## src/rtl/seq_detect_pkg.sv

```systemverilog
// rtl/seq_detect_pkg.sv - shared types and limits for the serial pattern detector
package seq_detect_pkg;

    localparam int MAX_LEN_LIMIT = 32;

    typedef enum logic [0:0] {
        IDLE = 1'b0,
        RUN  = 1'b1
    } state_t;

endpackage

```

## src/rtl/seq_detect_param_sat_counter.sv

```systemverilog
// rtl/seq_detect_param_sat_counter.sv - saturating event counter with registered full flag
module sat_counter #(
    parameter int W = 8
) (
    input  logic         clk,
    input  logic         rst_n,
    input  logic         clr,
    input  logic         inc,
    output logic [W-1:0] cnt,
    output logic         sat
);

    logic [W-1:0] cnt_q, cnt_d;
    logic         sat_q;

    always_comb begin
        cnt_d = cnt_q;
        if (clr) begin
            cnt_d = '0;
        end else if (inc && !(&cnt_q)) begin
            cnt_d = cnt_q + W'(1);
        end
    end

    // The flag tracks the next count so it changes on the same edge as cnt.
    always_ff @(posedge clk or negedge rst_n) begin
        if (!rst_n) begin
            cnt_q <= '0;
            sat_q <= 1'b0;
        end else begin
            cnt_q <= cnt_d;
            sat_q <= &cnt_d;
        end
    end

    assign cnt = cnt_q;
    assign sat = sat_q;

endmodule

```

## src/rtl/seq_detect_param.sv

```systemverilog
// rtl/seq_detect_param.sv - run-time programmable serial pattern detector with Mealy match output
module seq_detect_param
    import seq_detect_pkg::*;
#(
    parameter int MAX_LEN = 8,
    parameter int CNT_W   = 8,
    parameter int LEN_W   = $clog2(MAX_LEN + 1)
) (
    input  logic               clk,
    input  logic               rst_n,
    input  logic               cfg_load,
    input  logic [MAX_LEN-1:0] pattern,
    input  logic [LEN_W-1:0]   pat_len,
    input  logic               overlap,
    input  logic               in_valid,
    input  logic               in_bit,
    output logic               out,
    output logic [CNT_W-1:0]   match_cnt,
    output logic               cnt_sat,
    output logic               cfg_err,
    output logic               active
);

    localparam logic [LEN_W-1:0] MAX_LEN_L = LEN_W'(MAX_LEN);

    state_t             state_q, state_d;
    logic [MAX_LEN-1:0] hist_q, hist_d;
    logic [MAX_LEN-1:0] pat_q, pat_d;
    logic [LEN_W-1:0]   len_q, len_d;
    logic [LEN_W-1:0]   fill_q, fill_d;
    logic               ovl_q, ovl_d;
    logic               err_q, err_d;

    logic               cfg_ok;
    logic               run_bit;
    logic               fill_ok;
    logic               match;
    logic [MAX_LEN-1:0] cand;
    logic [MAX_LEN-1:0] mask;

    assign cfg_ok  = (pat_len != '0) && (pat_len <= MAX_LEN_L);
    assign run_bit = (state_q == RUN) && in_valid && !cfg_load;
    assign cand    = {hist_q[MAX_LEN-2:0], in_bit};

    always_comb begin
        mask = '0;
        for (int i = 0; i < MAX_LEN; i++) begin
            mask[i] = (i < int'(len_q));
        end
    end

    // Enough bits must have arrived since the last restart to fill the window.
    assign fill_ok = ({1'b0, fill_q} + {{LEN_W{1'b0}}, 1'b1}) >= {1'b0, len_q};
    assign match   = run_bit && fill_ok && ((cand & mask) == (pat_q & mask));

    always_ff @(posedge clk or negedge rst_n) begin
        if (!rst_n) begin
            state_q <= IDLE;
        end else begin
            state_q <= state_d;
        end
    end

    always_comb begin
        state_d = state_q;
        if (cfg_load) begin
            state_d = cfg_ok ? RUN : IDLE;
        end
    end

    always_comb begin
        active = (state_q == RUN);
        out    = match;
    end

    always_comb begin
        hist_d = hist_q;
        fill_d = fill_q;
        pat_d  = pat_q;
        len_d  = len_q;
        ovl_d  = ovl_q;
        err_d  = err_q;
        if (cfg_load) begin
            hist_d = '0;
            fill_d = '0;
            if (cfg_ok) begin
                pat_d = pattern;
                len_d = pat_len;
                ovl_d = overlap;
                err_d = 1'b0;
            end else begin
                pat_d = '0;
                len_d = '0;
                ovl_d = 1'b0;
                err_d = 1'b1;
            end
        end else if (run_bit) begin
            hist_d = cand;
            if (match && !ovl_q) begin
                fill_d = '0;
            end else if (fill_q != MAX_LEN_L) begin
                fill_d = fill_q + LEN_W'(1);
            end
        end
    end

    always_ff @(posedge clk or negedge rst_n) begin
        if (!rst_n) begin
            hist_q <= '0;
            fill_q <= '0;
            pat_q  <= '0;
            len_q  <= '0;
            ovl_q  <= 1'b0;
            err_q  <= 1'b0;
        end else begin
            hist_q <= hist_d;
            fill_q <= fill_d;
            pat_q  <= pat_d;
            len_q  <= len_d;
            ovl_q  <= ovl_d;
            err_q  <= err_d;
        end
    end

    assign cfg_err = err_q;

    sat_counter #(
        .W(CNT_W)
    ) u_cnt (
        .clk  (clk),
        .rst_n(rst_n),
        .clr  (cfg_load && cfg_ok),
        .inc  (match),
        .cnt  (match_cnt),
        .sat  (cnt_sat)
    );

endmodule

```

## config.mk

```make
export PLATFORM = sky130hd
export DESIGN_NAME = seq_detect_param
export DESIGN_NICKNAME = d
export VERILOG_FILES = /design/src/rtl/seq_detect_pkg.sv /design/src/rtl/seq_detect_param_sat_counter.sv /design/src/rtl/seq_detect_param.sv
export SDC_FILE = /design/constraint.sdc
export NUM_CORES = 1
export LEC_CHECK = 0
export CORE_ASPECT_RATIO = 0.6
export CORE_MARGIN = 10
export CORE_UTILIZATION = 47
export CTS_BUF_LIST = sky130_fd_sc_hd__clkbuf_16
export DETAILED_ROUTE_END_ITERATION = 7
export MAX_ROUTING_LAYER = met4
export PLACE_DENSITY_LB_ADDON = 0.25
export SLEW_MARGIN = 25
export SYNTH_ARGS = -nofsm -noshare
export SYNTH_HDL_FRONTEND = slang
export SYNTH_SLANG_ARGS = --single-unit
```

## constraint.sdc

```tcl
create_clock -name clk -period 3.4 [get_ports clk]
set_clock_uncertainty 0.1 [all_clocks]
set_input_delay 0.85 -clock clk [delete_from_list [all_inputs] [get_ports clk]]
set_output_delay 0.85 -clock clk [all_outputs]
set_load 0.02 [all_outputs]
```

== Word level (Yosys, flattened, before mapping) ==
Index checks and enable logic that the tools add are counted.

* Reduce and logical (&&, ||, !) cells: 17
* Shift-type cells: 0
* $mul: 0
* Eq/ne operators: 2
* Bitwise operators: 2
* Order comparisons: 10
* Add/subtract/negate cells: 3
* Mux-type cells: 13
* Divide/modulo/power cells: 0

{| class="wikitable"
|+ Operators by type and width
! kind !! count
|-
| $mux W8 || 3
|-
| $mux W4 || 5
|-
| $and A8 B8 Y8 || 2
|-
| $lt A3 B4 Y1 const A || 4
|-
| $reduce_and A8 Y1 || 2
|-
| $mux W7 || 2
|-
| $add A8 B1 Y8 const B || 1
|-
| $eq A8 B8 Y1 || 1
|-
| $logic_and A1 B1 Y1 || 8
|-
| $lt A1 B4 Y1 const A || 2
|-
| $lt A2 B4 Y1 const A || 2
|-
| $add A4 B1 Y5 const B || 1
|-
| $ge A5 B4 Y1 || 1
|-
| $add A4 B1 Y4 const B || 1
|-
| $le A4 B4 Y1 const B || 1
|-
| $ne A4 B4 Y1 const B || 1
|-
| $reduce_bool A4 Y1 || 1
|-
| $logic_not A1 Y1 || 3
|-
| $mux W1 || 3
|-
| $reduce_bool A3 Y1 || 1
|-
| $reduce_and A2 Y1 || 1
|-
| $reduce_bool A2 Y1 || 1
|}

* Latch bits: 0
* Logic and storage cells: 56
* Register bits: 35
* RAM bits: 0
* Memories: 0
* ROM bits: 0
* Output and inout port bits: 12
* Bits of input ports: 18

== Depth between registers and ports, before layout ==
Gate-level depths: netlist of run 1.

* Depth after elaboration: 8
* Mapped depth: 9
* Depth with buffers taken out: 9

== Hierarchy ==
Synthesis of run 1 repeated with hierarchy kept, for this count alone.

* Cell total of the unflattened synthesis: 193
* Area, all modules: 1,891.8 µm²

{| class="wikitable"
|+ By module, submodules not included
! module !! times used !! cells each !! area each (µm²) !! sequential area each (µm²)
|-
| seq_detect_param || 1 || 142 || 1,362.6 || 650.6
|-
| sat_counter || 1 || 51 || 529.3 || 225.2
|}

== Worst setup path after synthesis of run 1 ==
No wires, ideal clock.

* Path kind: input-to-output
* Start point: input in_bit
* End point: output out
* Buffers on the path: 1
* Slack: 0.309 ns
* Data required time: 2.450 ns
* Stages: 5
* Arrival: 2.141 ns
* Path through: xnor2_1 -> o22ai_1 -> or4_1 -> buf_6 -> nor3_2

* Longest elaborated chain between the ends: 3

{| class="wikitable"
|+ Ends and longest elaborated chain
! element !! RTL line !! source
|-
| from (decl) || seq_detect_param.sv:16 || <nowiki>input logic in_bit,</nowiki>
|-
| $and A8 B8 Y8 || seq_detect_param.sv:54 || <nowiki>assign match = run_bit && fill_ok && ((cand & mask) == (pat_q & mask));</nowiki>
|-
| $eq A8 B8 Y1 || seq_detect_param.sv:54 ||
|-
| $logic_and A1 B1 Y1 || seq_detect_param.sv:54 ||
|-
| to (decl) || seq_detect_param.sv:17 || <nowiki>output logic out,</nowiki>
|}

Every way passes these cells.

== Worst setup path after layout of run 1 ==
Ends and elaborated chain as after synthesis.

==> metrics, run 1 <==
critical path fanouts, max=2; mux cell area share after synthesis=0.0111; fin cells=278; ant diodes=0; Synth Register Bits=35; Net Sw Frac=0.258; Filler cells=303; Syn Inst Count=193; multi-input logic area=971 um2; RSZ-0062 raised after global routing=no; Setup Viol. Count Final=0; ys flop type=dfrtp_1; first-pass GRT wire length=8.06 mm; Routed Antenna Nets=0; die area=between 0.007 and 0.008 mm2; DRT Pass-1 Iters=4; largest net degree at the start of global routing=36; CP endpoint kind=primary output; Chip Height=69.5 um; area leader, netlist=dfrtp_1; Gate power share=0.160; WS Path Type=input port to primary output; Avg Cell Area, Syn=9.93 um2; global route total overflow=0; TritonCTS clock tree=done; met1 GRT Util=0.194; post-DR wirelength/cell=17.7 um; Fin. Hold Viols=0; Adder-Cell Fraction of Synth Area=0.0457; Final TNS setup=0 ns; status=completed; max-capacitance violation count=0; Yosys top cell area share=0.457; DIE WIDTH=102 um; Max Transition Viols Final=0; hold_buf cts=0; met2 Resource Use GR=0.203; CTS root buf=clkbuf_16; Placed Cells=271; WL final=4.91 mm; Reg power frac=0.441; setup ws final=0.109 ns; Yosys Warn Count=0; H-tree depth=2; clk slew on worst S/H paths=0.05 ns; internal power=0.000774 W; Ports=30; peak supply drop=0.299 mV; P_sw=0.000269 W; CP Data Required Time=~2.5 ns; routability congestion estimate=0.879; largest family of logic cells by synthesized area=simple AND/OR/NAND/NOR gates; HPWL Detailed=3.68 mm; Hold Path Class=flop to flop; vias in the first global route=1621; xor and xnor area share after synthesis=0.0777; Port Buffers=29; initial antenna violation count=0; GRT met3 Usage=0.0456; Post-Syn Area=0.00192 mm2; GR Util All Layers=0.144; Nets=257; Min Hold Slack=0.405 ns; GR peak layer=met2; final design utilization=0.645; row count=17; leak pwr=1.03 nW; Skew-Pair Late Insertion Delay=0.28 ns; Worst path max stage delay=~0.57 ns; post-DR vias/cell=5.75; pwr/cell area=427 mW/mm2; Sink Count=35; Num CTS Buffers=5; Area Growth Syn to Fin=27.4%; Tcrit/Tclk final=0.968; Residual DRC=0; Post-Synthesis Net Count=218; CP max stage cell=or4_4; fraction of registers with async set/reset=1.00; core area=0.00379 mm2; Via Count=1599; Storage cell area=876 um2; Distinct cells, synth=42; max_slew headroom=0.517; Post-synth EDFFs=0; area fraction in compound gates after synthesis=0.144; Least-Margin Pin Slew=about 0.72 ns; fmax=about 300 MHz; worst slack, placed=-0.620 ns; simple-gate share of the synthesized area=0.222; Critical Path AT=around 2.3 ns; share of layout cells above drive strength 1=0.130; Synth area leaders=dfrtp_1, xnor2_1, nand2_1, ha_1, a22o_1; minimum clock period=roughly 3.3 ns; initial cell density of the core=0.506; clock buffer depth=2; register area share after synthesis=0.457; crit path cell chain=dlygate4sd2_1, xnor2_1, o22ai_1, or4_4, nor3_4, buf_6; Worst setup SP type=input port; drt first-iter violations=around 110; Clk network pwr share=0.399
## repair_timing
item                                    CTS  global route
setup buffers                             0             1
resized for setup                        10             3
endpoints found under the setup margin    1             1
pin swaps                                 1             2
## metrics by stage
stage / power [W] / instance area (um2)
2_1_floorplan: 0.000556 / 1920
3_3_place_gp: 0.000619 / 2290
3_5_place_dp: 0.000627 / 2290
4_1_cts: 0.00105 / 2430
5_1_grt: 0.00108 / 2440
6_report: 0.00104 / 2440
## synth_stat cells, types with 2 or more instances
cell type	number
o21a_1	2
nand3b_1	5
a21oi_1	12
dfrtp_1	35
a22o_1	8
a211oi_1	3
clkbuf_1	5
nand4_1	3
xnor2_1	14
nor2_1	18
xor2_1	3
nand2_1	25
nand3_1	2
a21o_1	2
nor4_2	3
ha_1	7
inv_1	8
a31oi_1	3
o21ai_0	7
buf_6	3
nor3_1	3
nor3_2	2
## placed cells by master (no fill, tap or decap), drive strengths merged, types with 2 or more instances in the layout
cell,count
nor4b,2
xnor2,14
a22o,8
o21a,2
nand2,25
dfrtp,35
and3,2
ha,7
dlymetal6s2s,2
nand3b,5
inv,9
a31oi,3
nand3,2
a211oi,3
nand4,3
clkbuf,5
a21oi,12
nor2,18
nor4,4
o21ai,8
buf,12
clkdlybuf4s50,25
xor2,3
nor3,6
a21o,2
## layer usage
metal / wire length, um / vias to the layer above / share of wire
li1: - / 758 / -
met1: 2360 / 782 / 0.48
met2: 2140 / 51 / 0.44
met3: 362 / 8 / 0.074
met4: 50 / 0 / 0.010
met5: 0 / - / 0
## worst max-delay path: cells and delay by family
family / cells / cell delay [ns]
buffers and inverters: 2 / 0.42
XOR/XNOR: 1 / 0.17
AND/OR/NAND/NOR: 2 / 0.82
AO/OA/AOI/OAI: 1 / 0.09
## cell type report
cell class	instances	share of cell area
tap	47	0.0241
sequential	35	0.359
multi-input combinational	142	0.398
clock buffer	5	0.0512
clock inverter	1	0.00154
inverter	8	0.0123
timing repair buffer	40	0.155
## sequential cells by signal, summed over array words and instances (netlist names)
signal and flops:
hist_q 7, active 1, cfg_err 1, len_q 4
u_cnt.sat 1, u_cnt.cnt 8, ovl_q 1, pat_q 8
fill_q 4
## power groups by stage
stage	clock network, W	logic, W	registers (W)
after CTS	0.000421	0.000166	0.000460
after global routing	0.000437	0.000182	0.000463
final	0.000416	0.000167	0.000460
after global placement	0	0.000154	0.000465
after detailed placement	0	0.000161	0.000466
after floorplan	0	0.0000897	0.000466
## worst paths after layout
kind                       startpoint           end  slack, ns  cells after the start
max                            in_bit           out       0.11                      6
min                           cfg_err       cfg_err       0.40                      2
max reg2reg                 fill_q[0]     u_cnt.sat       0.51                     10
max in group asynchronous       rst_n      pat_q[1]       1.99                      2
min in group asynchronous       rst_n  u_cnt.cnt[4]       0.88                      2
min reg2reg                   cfg_err       cfg_err       0.40                      2
## kinds of logic (layout without fill, tap and decap cells)
group / count (synthesis) / after routing
adders and majority gates: 7 / 7
AOI/OAI and AO/OA: 42 / 42
xor gates and xnor gates: 17 / 17
DFF: 35 / 35
buffers and inverters: 16 / 54
muxes: 2 / 2
and+or+nand+nor: 74 / 74
No activity file was read; power rests on OpenSTA's default activity.
==> inputs of run 2 (changes only) <==
--- a/config.mk
+++ b/config.mk
@@ -5,7 +5,7 @@
 export SDC_FILE = /design/constraint.sdc
 export NUM_CORES = 1
 export LEC_CHECK = 0
-export CORE_ASPECT_RATIO = 0.6
+export CORE_ASPECT_RATIO = 1.25
 export CORE_MARGIN = 10
 export CORE_UTILIZATION = 47
 export CTS_BUF_LIST = sky130_fd_sc_hd__clkbuf_16
==> metrics, run 2 (synthesized netlist as in run 1, its figures left out) <==
initial antenna violation count=0 (unchanged); Critical Path AT=2.37 ns (+0.03 ns); placed cell areas=0.00230 mm2 (+0.71%); row count=25 (+8); status=completed; global route total overflow=0 (unchanged); Num CTS Buffers=5 (unchanged); commonest cells after routing, fill and taps aside=dfrtp_1, clkdlybuf4s50_1, nand2_1; max_slew headroom=0.702 (+0.185); Top delay family on crit path=simple AND/OR/NAND/NOR gates; leading cell type in the layout, fill and taps excluded=dfrtp_1; met2 Resource Use GR=0.216 (+0.0137); Sink Count=35 (unchanged); Max Transition Viols Final=0 (unchanged); worst slack, placed=-0.529 ns (+0.0905 ns); CP Data Required Time=2.45 ns (about the same); r2r setup slk=0.52 ns (about the same); WL final=4.43 mm (-9.7%); Worst setup SP type=input port; met1 GRT Util=0.149 (-0.0454); Buf/Inv on CP=2 (unchanged); Port Buffers=29 (unchanged); Fin. Hold Viols=0 (unchanged); CP Depth=6 (unchanged); first-pass GRT wire length=7.54 mm (-6.4%); GR Util All Layers=0.132 (-0.0115); hold_buf cts=0 (unchanged); DIE WIDTH=77.1 um (-25%); post-DR vias/cell=5.43 (-5.6%); vias in the first global route=1657 (+2.2%); critical path fanouts, max=2 (unchanged); crit path cell chain=clkdlybuf4s50_1, xnor2_1, o22ai_1, or4_4, nor3_4, buf_6; routability congestion estimate=0.872 (-0.88%); leak pwr=1.04 nW (+1.1%); initial cell density of the core=0.498 (-0.00807); clk slew on worst S/H paths=0.05 ns (about the same); peak supply drop=0.350 mV (+17%); core area=0.00385 mm2 (+1.6%); Nets=259 (+0.78%); GRT met3 Usage=0.0444 (-0.00126); Design Area, Final=0.00247 mm2 (+1.3%); post-DR wirelength/cell=15.3 um (-13%); TritonCTS clock tree=done; Skew-Pair Late Insertion Delay=0.27 ns (about the same); WS Path Type=input port to primary output; Via Count=1569 (-1.9%); die area=0.00705 mm2 (-0.95%); drt first-iter violations=87 (-22%); CTS root buf=clkbuf_16; minimum clock period=3.32 ns (+0.0323 ns); share of layout cells above drive strength 1=0.136 (+0.00630); DRT Pass-1 Iters=4 (unchanged); pwr/cell area=421 mW/mm2 (-1.5%); Area Growth Syn to Fin=29.0%; fmax=301 MHz (-0.97%); max-capacitance violation count=0 (unchanged); setup ws final=0.0767 ns (-0.0323 ns); RSZ-0062 raised after global routing=no; Least-Margin Pin Slew=0.443 ns (-0.280 ns); Hold Path Depth=2 (unchanged); Tcrit/Tclk final=0.977 (+0.00951); Ports=30 (unchanged); clock buffer depth=2 (unchanged); R2R depth=10 (unchanged); CP max stage cell=clkdlybuf4s50_1; largest net degree at the start of global routing=36 (unchanged); HPWL Detailed=3.25 mm (-12%); CP endpoint kind=primary output; GR peak layer=met2; Setup Viol. Count Final=0 (unchanged); Hold Path Class=flop to flop; Residual DRC=0 (unchanged); Routed Antenna Nets=0 (unchanged); Chip Height=91.4 um (+32%); H-tree depth=2 (unchanged); ant diodes=0 (unchanged); Worst path max stage delay=0.50 ns (-0.07 ns)
-- run 2: per-layer routing --
metal  part of all wire  wire length (um)
met1               0.44              1940
met2               0.51              2260
met3              0.044               195
met4             0.0086                38
met5                  0                 0
-- run 2: per-stage QoR --
step                      total power [W]  hold slack, ns  setup TNS, ns  instances   util
after global placement           0.000625           0.378         -0.609        279  0.599
after floorplan                  0.000556           0.400              0        193      -
final                             0.00104           0.403              0        289  0.643
after detailed placement         0.000628           0.391         -0.704        279  0.599
after CTS                         0.00105           0.402              0        288  0.640
after global routing              0.00109           0.446              0        289  0.643
-- run 2: power by group --
group          total, W  switching, W  internal [W]
combinational  0.000165     0.0000865     0.0000784
clock          0.000416      0.000152      0.000264
sequential     0.000460     0.0000225      0.000438
-- run 2: worst register-to-register path, stage by stage, from the launching register on --
cell     delay (ns)
dfrtp_1        0.43
ha_1           0.27
xor2_1         0.18
ha_1           0.29
o21ai_0        0.08
o21a_1         0.21
buf_4          0.18
nor3_4         0.19
mux2_1         0.33
nor4b_1        0.31
and4b_1        0.24
-- run 2: timing repair --
item	4_1_cts	5_1_grt
pin swaps	2	2
resized for setup	8	2
endpoints found under the setup margin	1	1
buffers inserted	1	1
-- run 2: final cells by class --
class	instances	area, um2
inverters	8	30.0
repair buffers	42	392
clock buffers	5	125
clock inverters	3	12.5
multi-input cells	142	971
well taps	54	67.6
flip-flops and latches	35	876
fillers	333	1370
-- run 2: worst paths after layout --
| kind | end | startpoint |
|---|---|---|
| min reg2reg | cfg_err | cfg_err |
| max | out | in_bit |
| min | cfg_err | cfg_err |
| min in group asynchronous | u_cnt.cnt[1] | rst_n |
| max reg2reg | u_cnt.sat | fill_q[0] |
| max in group asynchronous | u_cnt.cnt[7] | rst_n |
==> inputs of run 3 (changes only) <==
==> constraint.sdc (replaced) <==
create_clock -name clk -period 3.6 [get_ports clk]
set_clock_uncertainty 0.1 [all_clocks]
set_input_delay 0.9 -clock clk [delete_from_list [all_inputs] [get_ports clk]]
set_output_delay 0.9 -clock clk [all_outputs]
set_load 0.02 [all_outputs]
==> metrics, run 3 (synthesized netlist as in run 1, its figures left out) <==
Hold Startpoint=cfg_err; minimum clock period=3.48 ns; crit path cell chain=clkdlybuf4s50_1, xnor2_1, o22ai_1, or4_4, nor3_4, buf_6; initial antenna violation count=0 (unchanged); initial cell density of the core=0.498 (unchanged); post-DR vias/cell=5.27 (-2.9%); Hold Path Class=flop to flop; CP Data Required Time=2.60 ns (+0.15 ns); first-pass GRT wire length=7.32 mm (-2.9%); commonest cells after routing, fill and taps aside=dfrtp_1, clkdlybuf4s50_1, nand2_1; GR Util All Layers=0.129 (-0.00340); post-DR wirelength/cell=14.5 um (-5.2%); P_sw=0.000248 W (-5.0%); share of layout cells above drive strength 1=0.124 (-0.0117); status=completed; Chip Height=91.4 um (unchanged); Setup Viol. Count Final=0 (unchanged); leak pwr=1.02 nW (-2.0%); setup ws final=0.124 ns (+0.0477 ns); fmax=288 MHz; Net Sw Frac=0.252 (+0.00138); DIE WIDTH=77.1 um (unchanged); RR Startpoint=fill_q[0]; Fin. Hold Viols=0 (unchanged); Nets=257 (-0.77%); Worst path max stage delay=0.51 ns (about the same); WS Path Type=input port to primary output; pwr/cell area=401 mW/mm2 (-4.8%); Via Count=1513 (-3.6%); start point of the critical path=in_bit; row count=25 (unchanged); Residual DRC=0 (unchanged); Ports=30 (unchanged); largest net degree at the start of global routing=36 (unchanged); WL final=4.17 mm (-5.9%); Area Growth Syn to Fin=28.0%; CTS root buf=clkbuf_16; Gate power share=0.154 (-0.004); ant diodes=0 (unchanged); H-tree depth=2 (unchanged); DRT Pass-1 Iters=4 (unchanged); final design utilization=0.638 (-0.00520); Critical Path AT=2.48 ns (+0.11 ns); critical path fanouts, max=2 (unchanged); Skew-Pair Late Insertion Delay=0.28 ns (about the same); total power=0.000983 W (-5.6%); internal power=0.000735 W (-5.7%); CP endpoint kind=primary output; Num CTS Buffers=5 (unchanged); Routed Antenna Nets=0 (unchanged); max_slew headroom=0.704 (+0.00216); routability congestion estimate=0.886 (+1.6%); clock buffer depth=2 (unchanged); CP max stage cell=clkdlybuf4s50_1; Least-Margin Pin Slew=0.444 ns (+0.00143 ns); leading cell type in the layout, fill and taps excluded=dfrtp_1; worst slack, placed=-0.453 ns (+0.0761 ns); TritonCTS clock tree=done; HPWL Detailed=3.20 mm (-1.8%); Worst setup SP type=input port; clk slew on worst S/H paths=0.05 ns (about the same); Clk network pwr share=0.405 (+0.006); peak supply drop=0.238 mV (-32%); global route total overflow=0 (unchanged); max-capacitance violation count=0 (unchanged); drt first-iter violations=58 (-33%); Port Buffers=29 (unchanged); Final TNS setup=0 ns (unchanged); Max Transition Viols Final=0 (unchanged); die area=0.00705 mm2 (unchanged); Tcrit/Tclk final=0.965; Sink Count=35 (unchanged); core area=0.00385 mm2 (unchanged); RSZ-0062 raised after global routing=no; vias in the first global route=1588 (-4.2%); Reg power frac=0.441 (about the same)
[run 3: cell types whose count changed in the layout (fill, tap and decap cells not counted)]
cell,change
and2_4,-1
and2_1,+1
buf_4,-2
clkdlybuf4s50_1,+1
dlymetal6s2s_1,-1
[run 3: worst max-delay path, delay by kind of cell]
| family | cells | cell delay [ns] |
|---|---|---|
| xor gates and xnor gates | 1 | 0.13 |
| and+or+nand+nor | 2 | 0.72 |
| buffers and inverters | 2 | 0.65 |
| AOI/OAI and AO/OA | 1 | 0.08 |
[run 3: cell type report]
class                   instances  area [um2]
fillers                       322        1390
well taps                      54        67.6
multi-input cells             142         968
clock inverters                 3        12.5
repair buffers                 40         374
flip-flops and latches         35         876
inverters                       8        30.0
clock buffers                   5         125
[run 3: metrics by stage]
stage | cells | instance area [um2] | hold WS (ns)
floorplan | 193 | 1920 | 0.400
global placement | 279 | 2300 | 0.378
detailed placement | 279 | 2300 | 0.395
CTS | 287 | 2440 | 0.404
global route | 287 | 2450 | 0.448
finish | 287 | 2450 | 0.403
[run 3: metal layers]
layer  vias up  share of wire  GRT usage
li1        757              -          -
met1       720           0.42      0.135
met2        28           0.50      0.216
met3         8          0.053     0.0404
met4         0          0.021     0.0564
met5         -              0          -
[run 3: what timing repair did]
action | 4_1_cts | 5_1_grt
hold buffers | 0 | 0
gates resized for setup | 6 | 2
pin swaps | 1 | 2
setup endpoints to repair | 1 | 1
buffers inserted | 0 | 0
[run 3: final timing paths]
path                                      to  slack [ns]  cells past startpoint
worst max-delay path                     out        0.12                      6
min in group asynchronous       u_cnt.cnt[0]        0.93                      2
max in group asynchronous          fill_q[3]        2.15                      2
worst max register to register     u_cnt.sat        0.78                     10
worst min-delay path                 cfg_err        0.40                      2
worst min register to register       cfg_err        0.40                      2
[run 3: power by group through the flow]
stage	logic (W)	registers (W)	clock network (W)
2_1_floorplan	0.0000847	0.000440	0
3_3_place_gp	0.000150	0.000440	0
3_5_place_dp	0.000151	0.000440	0
4_1_cts	0.000152	0.000434	0.000407
5_1_grt	0.000169	0.000437	0.000426
6_report	0.000151	0.000434	0.000398
